### src/rtl/axi_default_slave.sv
// rtl/axi_default_slave.sv - AXI terminating slave; answers every access with DECERR.
// Reads return LEN+1 zero beats; writes drain W up to WLAST, then issue one B response.
module axi_default_slave #(
  parameter int IDS_W  = 8,
  parameter int ADDR_W = 32,
  parameter int LEN_W  = 4,
  parameter int DATA_W = 32
) (
  input  logic                clk,
  input  logic                rst,
  input  logic [IDS_W-1:0]    ARID,
  input  logic [ADDR_W-1:0]   ARADDR,
  input  logic [LEN_W-1:0]    ARLEN,
  input  logic [2:0]          ARSIZE,
  input  logic [1:0]          ARBURST,
  input  logic                ARVALID,
  output logic                ARREADY,
  output logic [IDS_W-1:0]    RID,
  output logic [DATA_W-1:0]   RDATA,
  output logic [1:0]          RRESP,
  output logic                RLAST,
  output logic                RVALID,
  input  logic                RREADY,
  input  logic [IDS_W-1:0]    AWID,
  input  logic [ADDR_W-1:0]   AWADDR,
  input  logic [LEN_W-1:0]    AWLEN,
  input  logic [2:0]          AWSIZE,
  input  logic [1:0]          AWBURST,
  input  logic                AWVALID,
  output logic                AWREADY,
  input  logic [DATA_W-1:0]   WDATA,
  input  logic [DATA_W/8-1:0] WSTRB,
  input  logic                WLAST,
  input  logic                WVALID,
  output logic                WREADY,
  output logic [IDS_W-1:0]    BID,
  output logic [1:0]          BRESP,
  output logic                BVALID,
  input  logic                BREADY
);

  typedef enum logic {R_IDLE, R_DATA} r_state_e;
  typedef enum logic [1:0] {W_IDLE, W_DATA, W_RESP} w_state_e;

  r_state_e         r_state_q, r_state_d;
  w_state_e         w_state_q, w_state_d;
  logic [IDS_W-1:0] rid_q, rid_d, bid_q, bid_d;
  logic [LEN_W-1:0] len_q, len_d, cnt_q, cnt_d;
  logic             arready_q, arready_d, rvalid_q, rvalid_d, rlast_q, rlast_d;
  logic             awready_q, awready_d, wready_q, wready_d, bvalid_q, bvalid_d;

  // Address, size, burst and write payload are intentionally ignored.
  logic unused_inputs;
  assign unused_inputs = ^{ARADDR, ARSIZE, ARBURST, AWADDR, AWLEN, AWSIZE, AWBURST, WDATA, WSTRB};

  always_comb begin
    r_state_d = r_state_q;
    rid_d     = rid_q;
    len_d     = len_q;
    cnt_d     = cnt_q;
    arready_d = arready_q;
    rvalid_d  = rvalid_q;
    rlast_d   = rlast_q;
    case (r_state_q)
      R_IDLE: begin
        if (ARVALID && arready_q) begin
          rid_d     = ARID;
          len_d     = ARLEN;
          cnt_d     = '0;
          arready_d = 1'b0;
          rvalid_d  = 1'b1;
          rlast_d   = (ARLEN == '0);
          r_state_d = R_DATA;
        end
      end
      R_DATA: begin
        if (rvalid_q && RREADY) begin
          if (rlast_q) begin
            rvalid_d  = 1'b0;
            rlast_d   = 1'b0;
            arready_d = 1'b1;
            r_state_d = R_IDLE;
          end else begin
            cnt_d   = cnt_q + LEN_W'(1);
            rlast_d = ((cnt_q + LEN_W'(1)) == len_q);
          end
        end
      end
      default: r_state_d = R_IDLE;
    endcase
  end

  always_comb begin
    w_state_d = w_state_q;
    bid_d     = bid_q;
    awready_d = awready_q;
    wready_d  = wready_q;
    bvalid_d  = bvalid_q;
    case (w_state_q)
      W_IDLE: begin
        if (AWVALID && awready_q) begin
          bid_d     = AWID;
          awready_d = 1'b0;
          wready_d  = 1'b1;
          w_state_d = W_DATA;
        end
      end
      W_DATA: begin
        // AWLEN is not tracked; the master's WLAST alone closes the burst.
        if (WVALID && WLAST) begin
          wready_d  = 1'b0;
          bvalid_d  = 1'b1;
          w_state_d = W_RESP;
        end
      end
      W_RESP: begin
        if (BREADY) begin
          bvalid_d  = 1'b0;
          awready_d = 1'b1;
          w_state_d = W_IDLE;
        end
      end
      default: w_state_d = W_IDLE;
    endcase
  end

  always_ff @(posedge clk or posedge rst) begin
    if (rst) begin
      r_state_q <= R_IDLE;
      w_state_q <= W_IDLE;
      rid_q     <= '0;
      bid_q     <= '0;
      len_q     <= '0;
      cnt_q     <= '0;
      arready_q <= 1'b1;
      rvalid_q  <= 1'b0;
      rlast_q   <= 1'b0;
      awready_q <= 1'b1;
      wready_q  <= 1'b0;
      bvalid_q  <= 1'b0;
    end else begin
      r_state_q <= r_state_d;
      w_state_q <= w_state_d;
      rid_q     <= rid_d;
      bid_q     <= bid_d;
      len_q     <= len_d;
      cnt_q     <= cnt_d;
      arready_q <= arready_d;
      rvalid_q  <= rvalid_d;
      rlast_q   <= rlast_d;
      awready_q <= awready_d;
      wready_q  <= wready_d;
      bvalid_q  <= bvalid_d;
    end
  end

  assign ARREADY = arready_q;
  assign RID     = rid_q;
  assign RDATA   = '0;
  assign RRESP   = 2'b11;
  assign RLAST   = rlast_q;
  assign RVALID  = rvalid_q;
  assign AWREADY = awready_q;
  assign WREADY  = wready_q;
  assign BID     = bid_q;
  assign BRESP   = 2'b11;
  assign BVALID  = bvalid_q;

endmodule

### config.mk
export PLATFORM = sky130hd
export DESIGN_NAME = axi_default_slave
export DESIGN_NICKNAME = d
export VERILOG_FILES = /design/src/rtl/axi_default_slave.sv
export SDC_FILE = /design/constraint.sdc
export NUM_CORES = 1
export LEC_CHECK = 0
export CAP_MARGIN = 20
export CELL_PAD_IN_SITES_DETAIL_PLACEMENT = 1
export CELL_PAD_IN_SITES_GLOBAL_PLACEMENT = 1
export CORE_UTILIZATION = 17
export DETAILED_ROUTE_END_ITERATION = 8
export PLACE_DENSITY = 0.81
export SETUP_SLACK_MARGIN = 0.5
export SYNTH_ARGS = -nofsm -noshare
export SYNTH_HDL_FRONTEND = slang
export SYNTH_SLANG_ARGS = --single-unit
### constraint.sdc
create_clock -name clk -period 1.8 [get_ports clk]
set_clock_uncertainty 0.15 [all_clocks]
set_input_delay 0.27 -clock clk [delete_from_list [all_inputs] [get_ports clk]]
set_output_delay 0.27 -clock clk [all_outputs]
set_load 0.02 [all_outputs]
==> flow_summary.ini, run 1 <==
[run_status]
status = finished, final reports clean

[floorplanning]
core_um2 = 9420
die_y_um = 102
die_area_um2 = 10300
dieWidth_um = 102
initial_core_util_pct = 17.9
io-pin-count = 200
rows = 35

[grt]
grt_pass1_wl_um = 6730
grt_max_degree = 34
grt_pass1_vias = 1347
antenna_found_initial = 0
grt.total_usage_pct = 8.54
grt.overflow.total = 0

[cells_and_area]
num-fill-cells = 1082
multiInputGateArea_um2 = 798
seqCellArea_um2 = 833
areaGrowthSynthToFinish_pct = 49.7
diodes = 0
nets = 370
drive_gt1_share_pct = 40.4

[synth]
yosys-top-cells-area = dfrtp_1 (46%), buf_4 (17%), mux2_2 (13%)
syn_avg_cell_area_um2 = 11.1
synth_edf_count = 0
ys_types = 27
synth-seq-cells = 33
netlist_area_um2 = 1690
synthFlopType = dfrtp_1
synthArstFlopShare_pct = 100
synth_top_area_share_pct = 46.0
synth_cells = 152
seq_area_frac_synth_pct = 49.1
ys.warnings.count = 0
synth_top_area_cell = dfrtp_1

[clock_network]
cts_hold_buf = 0
htreeDepth = 2
cts-root-buf = clkbuf_8
cts_buffers = 5
clk_latency_ps = 280
clkSinkCount = 33
cts_tree = done
clockBufferDepth = 2
clk_pin_slew_ps = 70

[critical_path]
cp-end-kind = register
reg2reg_from = AWREADY
r2r_setup_slack_ps = 270
cp-start-kind = register
crit_fanout = 8
arrival_ps = 1550
startpoint = AWREADY
path_cells = nor3b_4, buf_6, mux2_4
r2r_cells = 3
cp.required_ps = 1820
critPathKind = register to register
cpMaxStageDelayCell = dfstp_2
max_stage_delay_ps = 560

[place]
place.gp.congestion = 0.725
portBuffers = 49
post-place-ws_ps = -61.5
dp.final_hpwl_um = 3030

[routing]
viasPerCell = 3.52
dr.pass1.iters = 2
postRouteAntennaNets = 0
wire_per_inst_um = 12.0
drtIter0Drc = 36
drt_wl_total_um = 4290
vias = 1257
post-route-drc-count = 0

[timing]
period_share_pct = 84.7
setup_viol = 0
hold_viol = 0
holdWs_ps = 180
maxSlewViolCount = 0
period_minus_slack_ps = 1530
setup_slack_ps = 275
rsz0062_at_grt = yes
max_freq_mhz = 656

[power_and_ir_drop]
p_per_area_nw_per_um2 = 575
ir_worst_vdd_v = 0.000236
power.leakage_nw = 1.28

[flow_run]
maxCapViolCount = 0

[worst_hold_path]
hp-class = primary input to asynchronous set/reset pin
==> report_power, final <==
part | total [W] | leakage (nW) | switching, W | internal (W)
Combinational | 0.000161 | 0.791 | 0.000101 | 0.0000602
Sequential | 0.000741 | 0.447 | 0 | 0.000741
Clock | 0.000550 | 0.0450 | 0.000282 | 0.000268
Total | 0.00145 | 1.28 | 0.000383 | 0.00107
==> per-layer routing <==
layer	global-route usage, %	up-vias	wire [um]
li1	-	588	-
met1	9.69	629	1600
met2	15.4	35	2470
met3	1.73	5	146
met4	3.79	0	74
met5	0	-	0
==> sequential cells by signal (all words and copies together), names as in the netlist <==
name,count
r_state_q,1
w_state_q,2
ARREADY,1
RVALID,1
len_q,4
AWREADY,1
BVALID,1
cnt_q,4
BID,8
WREADY,1
RID,8
RLAST,1
==> layout make-up <==
cell class / instances / area share, %
sequential: 33 / 33.0
multi-input combinational: 111 / 31.6
timing repair buffer: 72 / 25.1
tap: 129 / 6.39
clock buffer: 6 / 2.87
inverter: 4 / 0.595
clock inverter: 2 / 0.396
==> layout by cell type, fill, tap and decap left out, drive strengths merged <==
cell	synthesis	routed
nand3b	1	1
dfrtp	31	31
nor2	5	5
inv	4	4
nand4b	1	1
mux2	20	20
or4	1	1
xor2	2	2
a22o	1	1
clkdlybuf4s50	0	26
dlymetal6s2s	0	1
o21ai	8	8
nand2	9	9
a31oi	2	2
buf	38	45
ha	1	1
clkinv	0	2
nand3	6	6
nor4b	1	1
xnor2	4	4
o31ai	1	1
conb	2	36
and2	1	1
clkbuf	0	6
and3	1	1
nor2b	1	1
a31o	1	1
nand2b	2	2
a21oi	5	5
nor3b	1	1
dfstp	2	2
==> logic make-up (layout without fill, tap and decap cells) <==
logic type               count (synthesis)  after routing  share of synthesized area [%]
other                                    2             36                          0.445
multiplexers                            20             20                           13.4
XOR/XNOR                                 6              6                           3.12
AND/OR/NAND/NOR                         30             30                           9.35
AO/OA/AOI/OAI                           18             18                           6.08
flip-flops                              33             33                           49.1
adder cells (fa/ha/maj)                  1              1                          0.742
buffers and inverters                   42             84                           17.8
==> worst max-delay path: cells and delay by family, from the launching register on <==
family	cells	cell delay (ps)
buffers and inverters	1	190
DFF	1	560
and+or+nand+nor	1	210
muxes	1	310
==> synth_stat cells, drive strengths merged (2+ instances only) <==
library cell / instances
buf: 38
dfrtp: 31
mux2: 20
nand2: 9
o21ai: 8
nand3: 6
a21oi: 5
nor2: 5
inv: 4
xnor2: 4
a31oi: 2
conb: 2
dfstp: 2
nand2b: 2
xor2: 2
==> timing repair <==
action,CTS,global route
buffers inserted,10,7
setup endpoints to repair,47,32
resized for setup,113,16
pin swaps,8,5
==> metrics by stage <==
| step | TNS, ps | total power, W | std cells | cell area [um^2] | util (%) |
|---|---|---|---|---|---|
| 6_report | 0 | 0.00145 | 357 | 2520 | 26.8 |
| 4_1_cts | 0 | 0.00147 | 350 | 2410 | 25.6 |
| 5_1_grt | 0 | 0.00153 | 357 | 2520 | 26.8 |
| 2_1_floorplan | 0 | 0.000896 | 186 | 1880 | - |
| 3_5_place_dp | -448 | 0.000913 | 332 | 2290 | 24.4 |
| 3_3_place_gp | -409 | 0.000910 | 332 | 2290 | 24.4 |
==> path summary, 6_finish.rpt <==
path                           end
setup / recovery            BID[6]
hold / removal              RID[0]
setup reg to reg            BID[6]
hold reg to reg             RID[5]
max in group asynchronous  ARREADY
min in group clk            RID[5]
Note: power is estimated with default switching activity, not from simulation.
==> run 2, diff against run 1 <==
clock period = 1.58 ns   (was 1.8 ns; I/O delays follow)
==> flow_summary.ini, run 2 (synthesis results as in run 1) <==
[routing]
viasPerCell = 3.57
vias = 1327
drtIter0Drc = 59
postRouteAntennaNets = 0
wire_per_inst_um = 12.7
drt_wl_total_um = 4730
post-route-drc-count = 0
dr.pass1.iters = 4

[floorplanning]
initial_core_util_pct = 17.9
die_area_um2 = 10300
rows = 35
die_y_um = 102
io-pin-count = 200
dieWidth_um = 102
core_um2 = 9420

[clock_network]
cts-root-buf = clkbuf_8
clk_pin_slew_ps = 70
clkSinkCount = 33
clk_latency_ps = 280
clockBufferDepth = 2
cts_tree = done
cts_hold_buf = 0
cts_buffers = 5
htreeDepth = 2

[run_status]
status = finished with violations
violations = setup timing

[place]
place.gp.congestion = 0.747
portBuffers = 49
dp.final_hpwl_um = 3250
post-place-ws_ps = -222

[power_and_ir_drop]
p_per_area_nw_per_um2 = 598
ir_worst_vdd_v = 0.000202
power.leakage_nw = 1.42
p_total_w = 0.00170

[timing]
rsz0062_at_grt = yes
hold_viol = 0
setup_slack_ps = -15.1
period_share_pct = 101
setup_viol = 1
max_freq_mhz = 627
maxSlewViolCount = 0
period_minus_slack_ps = 1600
holdWs_ps = 194

[critical_path]
cp-end-kind = register
crit_fanout = 3
r2r_setup_slack_ps = -20
arrival_ps = 1650
critPathKind = register to register
cp.required_ps = 1640
cp-start-kind = register

[grt]
grt_pass1_vias = 1430
grt.total_usage_pct = 9.32
grt.overflow.total = 0
antenna_found_initial = 0
grt_max_degree = 34
grt_pass1_wl_um = 7220

[worst_hold_path]
hp-class = primary input to asynchronous set/reset pin

[cells_and_area]
final_common_cell = conb_1
areaGrowthSynthToFinish_pct = 69.0
nets = 386
final_cell_mix = conb_1 (36), buf_6 (35), dfrtp_1 (31), clkdlybuf4s50_1 (27), buf_4 (23)
drive_gt1_share_pct = 46.1
diodes = 0

[flow_run]
maxCapViolCount = 0
[run 2: where the power goes]
part | leakage (nW) | switching, W | total [W] | internal, W
Combinational | 0.924 | 0.000119 | 0.000190 | 0.0000709
Clock | 0.0443 | 0.000323 | 0.000669 | 0.000346
Sequential | 0.454 | 0 | 0.000844 | 0.000844
[run 2: repair_timing]
action                                  in CTS  in global routing
endpoints found under the setup margin      52                 53
endpoints found under the hold margin        0                  0
buffers inserted                            16                  7
pin swaps                                   10                  3
gates resized for setup                    176                 11
gates cloned                                 0                  0
[run 2: cell type report]
class                           count  area [um^2]
Fill cell                        1061         6570
Tap cell                          129          161
Sequential cell                    33          828
Multi-Input combinational cell    111          868
Clock buffer                        7         86.3
Timing Repair Buffer               88          887
Inverter                            4         18.8
[run 2: per-layer routing]
layer | share of wire [%] | wire (um) | track usage, %
met2 | 57 | 2700 | 17.8
met1 | 37 | 1730 | 9.72
met5 | 0 | 0 | 0
met3 | 4.7 | 221 | 2.42
met4 | 1.6 | 76 | 3.34
[run 2: critical path: stages, from the launching register on]
cell,delay [ps]
dfrtp_1,420
or4_1,590
nor2_1,150
a31oi_1,70
a21oi_1,150
[run 2: worst paths after layout]
check / start / to / cells after the start
max: r_state_q / RLAST / 4
min: rst / cnt_q[3] / 3
max reg2reg: r_state_q / RLAST / 4
min reg2reg: len_q[2] / len_q[2] / 1
max in group asynchronous: rst / AWREADY / 3
min in group clk: len_q[2] / len_q[2] / 1
[run 2: metrics by stage]
stage                     instance area (um^2)  std cells  util (%)  setup TNS (ps)
after CTS                                 2760        365      29.3           -55.7
final                                     2850        372      30.3           -15.1
after global placement                    2370        342      25.2           -2070
after global routing                      2850        372      30.3            -143
after floorplan                           1880        186         -               0
after detailed placement                  2370        342      25.2           -2370
